`src/rtl/decoder_bist_pkg.sv`:
```
// decoder_bist_pkg: shared state encoding and widths for the 4x16 decoder BIST controller.
package decoder_bist_pkg;
  localparam int CODE_W    = 4;
  localparam int NUM_CODES = 16;
  localparam int CNT_W     = 5;
  typedef enum logic [1:0] {IDLE, SETTLE, CHECK, DONE} state_e;
endpackage

```
`src/rtl/decoder_bist_cmp.sv`:
```
// decoder_bist_cmp: expected one-hot word, mismatch flag and (with DECODER_BIST_ONEHOT_CHECK_EN) one-hot check.
module decoder_bist_cmp
  import decoder_bist_pkg::*;
(
  input  logic [CODE_W-1:0]    code,
  input  logic [NUM_CODES-1:0] response,
  output logic [NUM_CODES-1:0] expected,
  output logic                 mismatch
`ifdef DECODER_BIST_ONEHOT_CHECK_EN
  , output logic               onehot_ok
`endif
);
  always_comb begin
    expected = {{(NUM_CODES-1){1'b0}}, 1'b1} << code;
    mismatch = response !== expected;
  end
`ifdef DECODER_BIST_ONEHOT_CHECK_EN
  assign onehot_ok = (response != '0) && ((response & (response - 1'b1)) == '0);
`endif
endmodule

```
`src/rtl/decoder_bist_ctrl.sv`:
```
// decoder_bist_ctrl: walks all 16 codes through a 4x16 decoder and records pass/fail results.
// Define DECODER_BIST_ONEHOT_CHECK_EN to count responses that are not exactly one-hot.
module decoder_bist_ctrl
  import decoder_bist_pkg::*;
#(
  parameter int SETTLE_CYCLES = 1
) (
  input  logic                 clk,
  input  logic                 rst_n,
  input  logic                 start,
  output logic [CODE_W-1:0]    d_in_o,
  input  logic [NUM_CODES-1:0] d_out_i,
  output logic                 busy,
  output logic                 done,
  output logic                 pass,
  output logic [NUM_CODES-1:0] fail_mask,
  output logic [CNT_W-1:0]     fail_count,
  output logic [CODE_W-1:0]    first_fail_code,
  output logic                 first_fail_valid,
  output logic [CNT_W-1:0]     onehot_err_count
);
  localparam logic [3:0] LAST_WAIT = 4'(SETTLE_CYCLES - 1);
  state_e               state_q, state_d;
  logic [CODE_W-1:0]    code_q, code_d, ffc_q, ffc_d;
  logic [3:0]           wait_q, wait_d;
  logic                 busy_q, busy_d, done_q, done_d, pass_q, pass_d, ffv_q, ffv_d;
  logic [NUM_CODES-1:0] mask_q, mask_d, expected;
  logic [CNT_W-1:0]     cnt_q, cnt_d;
  logic                 mismatch;
`ifdef DECODER_BIST_ONEHOT_CHECK_EN
  logic                 onehot_ok;
  logic [CNT_W-1:0]     oh_q, oh_d;
`endif
  decoder_bist_cmp u_cmp (
    .code(code_q),
    .response(d_out_i),
    .expected(expected),
    .mismatch(mismatch)
`ifdef DECODER_BIST_ONEHOT_CHECK_EN
    , .onehot_ok(onehot_ok)
`endif
  );
  always_comb begin
    state_d = state_q;
    code_d  = code_q;
    wait_d  = wait_q;
    busy_d  = busy_q;
    done_d  = done_q;
    pass_d  = pass_q;
    mask_d  = mask_q;
    cnt_d   = cnt_q;
    ffc_d   = ffc_q;
    ffv_d   = ffv_q;
`ifdef DECODER_BIST_ONEHOT_CHECK_EN
    oh_d    = oh_q;
`endif
    unique case (state_q)
      IDLE, DONE: if (start) begin
        state_d = SETTLE;
        code_d  = '0;
        wait_d  = '0;
        busy_d  = 1'b1;
        done_d  = 1'b0;
        pass_d  = 1'b0;
        mask_d  = '0;
        cnt_d   = '0;
        ffc_d   = '0;
        ffv_d   = 1'b0;
`ifdef DECODER_BIST_ONEHOT_CHECK_EN
        oh_d    = '0;
`endif
      end
      SETTLE: begin
        wait_d  = wait_q + 1'b1;
        state_d = (wait_q == LAST_WAIT) ? CHECK : SETTLE;
      end
      CHECK: begin
        if (mismatch) begin
          mask_d = mask_q | expected;
          cnt_d  = cnt_q + 1'b1;
          ffc_d  = ffv_q ? ffc_q : code_q;
          ffv_d  = 1'b1;
        end
`ifdef DECODER_BIST_ONEHOT_CHECK_EN
        oh_d = onehot_ok ? oh_q : oh_q + 1'b1;
`endif
        if (code_q == CODE_W'(NUM_CODES - 1)) begin
          state_d = DONE;
          busy_d  = 1'b0;
          done_d  = 1'b1;
          pass_d  = (cnt_d == '0);
        end else begin
          state_d = SETTLE;
          code_d  = code_q + 1'b1;
          wait_d  = '0;
        end
      end
    endcase
  end
  always_ff @(posedge clk or negedge rst_n) begin
    if (!rst_n) begin
      state_q <= IDLE;
      code_q  <= '0;
      wait_q  <= '0;
      busy_q  <= 1'b0;
      done_q  <= 1'b0;
      pass_q  <= 1'b0;
      mask_q  <= '0;
      cnt_q   <= '0;
      ffc_q   <= '0;
      ffv_q   <= 1'b0;
`ifdef DECODER_BIST_ONEHOT_CHECK_EN
      oh_q    <= '0;
`endif
    end else begin
      state_q <= state_d;
      code_q  <= code_d;
      wait_q  <= wait_d;
      busy_q  <= busy_d;
      done_q  <= done_d;
      pass_q  <= pass_d;
      mask_q  <= mask_d;
      cnt_q   <= cnt_d;
      ffc_q   <= ffc_d;
      ffv_q   <= ffv_d;
`ifdef DECODER_BIST_ONEHOT_CHECK_EN
      oh_q    <= oh_d;
`endif
    end
  end
  assign d_in_o           = code_q;
  assign busy             = busy_q;
  assign done             = done_q;
  assign pass             = pass_q;
  assign fail_mask        = mask_q;
  assign fail_count       = cnt_q;
  assign first_fail_code  = ffc_q;
  assign first_fail_valid = ffv_q;
`ifdef DECODER_BIST_ONEHOT_CHECK_EN
  assign onehot_err_count = oh_q;
`else
  assign onehot_err_count = '0;
`endif
endmodule

```
`config.mk`:
```
export PLATFORM = sky130hd
export DESIGN_NAME = decoder_bist_ctrl
export DESIGN_NICKNAME = d
export VERILOG_FILES = /design/src/rtl/decoder_bist_pkg.sv /design/src/rtl/decoder_bist_cmp.sv /design/src/rtl/decoder_bist_ctrl.sv
export SDC_FILE = /design/constraint.sdc
export NUM_CORES = 1
export LEC_CHECK = 0
export ABC_AREA = 0
export CORE_MARGIN = 10
export CORE_UTILIZATION = 55
export DETAILED_ROUTE_END_ITERATION = 7
export GPL_ROUTABILITY_DRIVEN = 0
export PLACE_DENSITY = 0.86
export SLEW_MARGIN = 15
export SYNTH_ARGS = -nofsm -noshare
export SYNTH_HDL_FRONTEND = slang
export SYNTH_SLANG_ARGS = --single-unit
```
`constraint.sdc`:
```
create_clock -name clk -period 5.9 [get_ports clk]
set_input_delay 0.59 -clock clk [delete_from_list [all_inputs] [get_ports clk]]
set_output_delay 0.59 -clock clk [all_outputs]
set_load 0.1 [all_outputs]
```
[Yosys cells after proc, flatten, opt, wreduce, memory -nomap -nowiden]
Cells that the tools add are included.
Word-level totals
  output and inout bits: 38
  bits of input ports: 19
  logic and storage cells: 65
  register bits after elaboration: 39
Operators by class
  muxes and demuxes: 29
  reduce and logical (&&, ||, !) cells: 11
  equal/unequal tests: 10
  shift-type cells: 1
  add/subtract/negate cells: 3
  bitwise logic cells: 1
Operators with widths (number)
  two-way mux 16 bit: 2
  case mux 16 bit (2 select lines): 1
  two-way mux 4 bit: 5
  !== test 16 bit: 1
  OR 16 bit: 1
  case mux 4 bit (2 select lines): 2
  << shifter 1 x 4 -> 16 bit (first input constant): 1
  two-way mux 5 bit: 3
  case mux 4 bit (3 select lines): 1
  != test 2 bit (second input constant): 5
  case mux 5 bit (2 select lines): 1
  AND reduction 3 bit: 3
  adder 4 x 1 -> 4 bit (second input constant): 2
  case mux 1 bit (2 select lines): 4
  two-way mux 1 bit: 6
  two-way mux 2 bit: 3
  case mux 2 bit (3 select lines): 1
  adder 5 x 1 -> 5 bit (second input constant): 1
  logical NOT 5 bit: 1
  == test 2 bit (second input constant): 2
  == test 4 bit (second input constant): 1
  logical NOT 4 bit: 1
  AND reduction 2 bit: 2
  AND reduction 4 bit: 1
  other kinds (4): 4

[Logic depth before layout (Yosys ltp)]
  depth in word-level cells: 7
  gate-level depth with buffers: 10
  gate-level depth less buffers: 8

[Cells and area by module]
Synthesis repeated with hierarchy kept, for this count alone.
Second synthesis, totals
  cells, all modules: 255
  area total of the unflattened synthesis: 2321.0 sq um
By module, submodules not included
  decoder_bist_ctrl: instances 1, seq. area each 975.9 sq um, cells each 176, area an instance 1850.5 sq um
  decoder_bist_cmp: instances 1, seq. area each 0.0 sq um, cells each 79, area an instance 470.5 sq um

[Worst setup path after synthesis]
No wires, ideal clock.
  path kind: register to register
  from: register code_q[0] (netlist: d_in_o[0])
  to: register cnt_q[0] (netlist: fail_count[0])
  setup time: 0.122 ns
  data required time: 5.778 ns
  slack: 2.549 ns
  period minus slack after synthesis: 3.351 ns
  path buffers: 1
  data arrival time: 3.229 ns
  stages on the path, launching flop included: 10
  cell sequence: dfrtp_1 inv_1 ha_1 clkbuf_1 mux2_2 a211oi_1 o221ai_1 nor4b_4 mux2_2 a22o_1
On the way
  longest elaborated chain between the ends: 5
Ends and longest elaborated chain
  from (decl): line decoder_bist_ctrl.sv:24  | logic [CODE_W-1:0] code_q, code_d, ffc_q, ffc_d;
  from (signal assigned): line decoder_bist_ctrl.sv:117  | code_q <= code_d;
  << shifter 1 x 4 -> 16 bit: line decoder_bist_cmp.sv:14  | expected = {{(NUM_CODES-1){1'b0}}, 1'b1} << code;
  !== test 16 bit: line decoder_bist_cmp.sv:15  | mismatch = response !== expected;
  two-way mux 5 bit: line decoder_bist_ctrl.sv:78  | if (mismatch) begin
  two-way mux 5 bit: line decoder_bist_ctrl.sv:57  | unique case (state_q)
  case mux 5 bit (2 select lines): line decoder_bist_ctrl.sv:57
  to (signal assigned): line decoder_bist_ctrl.sv:123  | cnt_q <= cnt_d;
  to (decl): line decoder_bist_ctrl.sv:28  | logic [CNT_W-1:0] cnt_q, cnt_d;
No other way between the ends. The select of a mux whose other input is x is not followed.
A chain may end at the register's enable or synchronous reset.

[Worst setup path in the final report]
  from: register code_q[3] (netlist: d_in_o[3])
  to: register mask_q[9] (netlist: fail_mask[9])
On the way
  longest elaborated chain between the ends: 4
  elaborated cells on any way between the ends: 7
  classes of those cells: eq/ne (2); shift (1); mux (2); bitwise (1); reduce/logical (1)
Ends and longest elaborated chain
  << shifter 1 x 4 -> 16 bit (*): line decoder_bist_cmp.sv:14
  !== test 16 bit or OR 16 bit (tied branches): line decoder_bist_cmp.sv:15, decoder_bist_ctrl.sv:79
  != test 2 bit (no source line) or two-way mux 16 bit (tied branches)
  AND reduction 3 bit (no source line) or case mux 16 bit (2 select lines) (tied branches)
  to (signal assigned): line decoder_bist_ctrl.sv:122  | mask_q <= mask_d;
  to (decl): line decoder_bist_ctrl.sv:27  | logic [NUM_CODES-1:0] mask_q, mask_d, expected;
Every way passes the cells marked *; elsewhere a longest branch is shown, timed or not. The select of a mux whose other input is x is not followed.

==> results.json <==
{
  "multiInputGateArea_mm2": 0.001416,
  "leakage_nw": 1.292,
  "nets": 355,
  "die_area_mm2": 0.007784,
  "start_util_pct": 57.60,
  "cts.sinks": 39,
  "netlist_instances": 288,
  "post_cts_buffers": 0,
  "drtAntennaViolNets": 0,
  "clk_pin_slew_worst_paths_ns": 0.08,
  "wl_um": 6695,
  "relSlewSlack_pct": 32.56,
  "synth-adder-area-share_pct": 5.376,
  "fin_crit_sh_pct": 58.51,
  "grt_pass1_vias": 2150,
  "viasPerCell": 6.119,
  "switching_share_pct": 46.11,
  "clk_latency_ns": 0.29,
  "wl_per_cell_um": 17.76,
  "portBuffers": 51,
  "r2r-start": "d_in_o[3]",
  "reg2reg_slack_ns": 2.45,
  "area_delta_synth_final_pct": 21.51,
  "p_comb_share_pct": 47.2,
  "final.min_clock_period_ns": 3.452,
  "die_x_um": 88.23,
  "synth_edf_count": 0,
  "htree_levels": 2,
  "grt_max_degree": 40,
  "pin_count": 57,
  "yosysWarnings": 0,
  "p_per_area_mw_per_mm2": 312.3,
  "grt_setup_unrepaired": "no",
  "cts_tree": "built",
  "ys.flop_type": "dfrtp_1",
  "drtIter0Drc": 177,
  "seqPwrFrac_pct": 33.8,
  "cts-hold-fix-buffers": 0,
  "drive_gt1_share_pct": 4.923,
  "slew_viol_final": 0,
  "synth_compound_area_share_pct": 22.48,
  "synth_seq_cells": 39,
  "tightest_slew_ns": 1.012,
  "synth_mux_area_share_pct": 1.271,
  "max-cap-violations": 0,
  "n_antenna_cell": 0,
  "endpoint_kind": "flop",
  "numCtsBuffers": 5,
  "rows": 24,
  "power.clock.fraction_pct": 19.0,
  "netlist_area_mm2": 0.002560,
  "critical_path_required_ns": 6.08,
  "syn_area_per_cell_um2": 8.889,
  "drtPass1Iterations": 4,
  "ctsLongestPathBuffers": 2,
  "vias": 2307,
  "cts_root_buf": "clkbuf_8",
  "start_kind": "flop",
  "fillerInstances": 365,
  "max_freq_ghz": 0.2897,
  "drc": 0,
  "antenna_found_initial": 0,
  "coreArea_mm2": 0.004444,
  "setup-tns-final_ns": 0,
  "worstRegToRegCells": 7,
  "grtUsageTotal_pct": 17.47,
  "timing.rr.end": "fail_mask[9]",
  "regArea_um2": 975.9,
  "hold_viol": 0,
  "peakVddDrop_uv": 296.0,
  "hold_class": "input pin to async pin",
  "totalPowerFinal_uw": 971.5,
  "synth_top_family_by_area": "simple AND/OR/NAND/NOR gates",
  "finalSetupViolCount": 0,
  "ys_types": 63,
  "grt_pass1_wl_um": 10980,
  "die_h_um": 88.23,
  "hpwl_um": 4743,
  "worst-path-max-fanout": 38,
  "critPathKind": "flop to flop",
  "cts_resized": 0,
  "ys_seq_area_share_pct": 38.12,
  "grt-ovfl-total": 0,
  "status": "completed",
  "p_int_uw": 523.5,
  "fin_skew_ns": 0.01171,
  "power.switching_uw": 447.9,
  "async_reset_ff_share_pct": 100.0,
  "yosys.area_share.simple_pct": 24.10,
  "cp.arrival_ns": 3.64,
  "synthXorXnorAreaFrac_pct": 1.369
}
cell usage in the layout, fill, tap and decap left out, types with 3 or more instances in the layout:
master	netlist	final
o21ai_0	14	14
nand2_1	26	26
nor2_1	17	17
nand3_1	14	14
nand4b_1	3	3
o211ai_1	8	8
ha_1	11	11
clkbuf_8	0	6
clkdlybuf4s50_1	0	50
nor4b_1	4	4
dfrtp_1	39	39
a211oi_1	3	3
a21oi_1	8	8
o22ai_1	3	3
o21a_1	18	18
nor2b_1	7	7
or3_1	3	3
a22o_1	6	6
nor3_1	15	15
nand3b_1	5	5
inv_1	10	10
conb_1	1	5
buf_4	7	3
registers in the layout, indices dropped and copies added (netlist names):
| register | flops |
|---|---|
| fail_mask | 16 |
| fail_count | 5 |
| d_in_o | 4 |
| first_fail_code | 4 |
| wait_q | 4 |
| state_q | 2 |
| busy | 1 |
| done | 1 |
| first_fail_valid | 1 |
| pass | 1 |
through the flow:
| stage | setup slack, ns | hold slack (ns) | utilization (%) | cell area, µm² | std cells |
|---|---|---|---|---|---|
| 3_5_place_dp | 2.467 | 0.4796 | 68.02 | 3023 | 370 |
| 6_report | 2.448 | 0.4092 | 69.99 | 3110 | 377 |
| 4_1_cts | 2.488 | 0.4404 | 69.99 | 3110 | 377 |
| 2_1_floorplan | 2.549 | 0.2944 | - | 2575 | 292 |
| 5_1_grt | 2.094 | 0.4770 | 69.99 | 3110 | 377 |
| 3_3_place_gp | 2.549 | 0.4749 | 68.02 | 3023 | 370 |
cell families (layout without fill, tap and decap cells):
logic type                 count (synthesis)  after routing
AOI/OAI and AO/OA                         81             81
xor gates and xnor gates                   4              4
adders and majority gates                 11             11
buffers and inverters                     38             71
DFF                                       39             39
muxes                                      3              3
other                                      1              5
and+or+nand+nor                          111            111
worst max path at each step:
stage           startpoint            end  cells past startpoint
6_report         d_in_o[3]   fail_mask[9]                      7
5_1_grt          d_in_o[3]   fail_mask[1]                      7
4_1_cts          d_in_o[3]   fail_mask[3]                      7
3_5_place_dp   d_out_i[10]   fail_mask[3]                      8
3_3_place_gp   d_out_i[10]  fail_mask[13]                      8
2_1_floorplan    d_in_o[0]  fail_count[0]                      9
Yosys cell counts, types with 4 or more instances:
| cell | count | area share (%) |
|---|---|---|
| buf_2 | 4 | 0.78 |
| nor2b_1 | 7 | 1.7 |
| ha_1 | 11 | 5.4 |
| nand3b_1 | 5 | 1.5 |
| a22o_1 | 6 | 2.1 |
| clkbuf_1 | 15 | 2.2 |
| nand3_1 | 14 | 2.7 |
| nand2_1 | 26 | 3.8 |
| nor2_1 | 17 | 2.5 |
| nor3_1 | 15 | 2.9 |
| nor4b_1 | 4 | 1.4 |
| inv_1 | 10 | 1.5 |
| buf_4 | 7 | 2.1 |
| o21ai_0 | 14 | 2.7 |
| o211ai_1 | 8 | 2.3 |
| o21a_1 | 18 | 5.3 |
| a21oi_1 | 8 | 1.6 |
| dfrtp_1 | 39 | 38 |
cell type report:
type | instances | share of cell area, %
clock buffer | 6 | 2.655
inverter | 10 | 1.207
clock inverter | 1 | 0.1609
multi-input combinational | 215 | 45.54
sequential | 39 | 31.38
timing repair buffer | 54 | 16.98
tap | 52 | 2.092
power by group through the flow:
stage | combinational [mW] | sequential [mW] | clock (mW)
after floorplan | 0.241 | 0.431 | 0
after global placement | 0.449 | 0.331 | 0
after detailed placement | 0.453 | 0.333 | 0
after CTS | 0.456 | 0.328 | 0.189
after global routing | 0.499 | 0.333 | 0.199
final | 0.459 | 0.329 | 0.184
critical path: stages, from the launching register on:
cell and delay [ns]:
dfrtp_1 1.01, nor2_1 0.28, a2111oi_0 0.48, o32ai_1 0.22, nor4b_4 0.69, buf_4 0.36, nor3_1 0.09, o21a_1 0.21
per-layer routing:
metal	up-vias	share of wire, %	track usage [%]
met2	87	46	26.05
met1	1097	44	23.67
li1	1113	-	-
met3	10	8.7	5.147
met4	0	1.4	5.727
met5	-	0	0
Note: power is estimated with default switching activity, not from simulation.
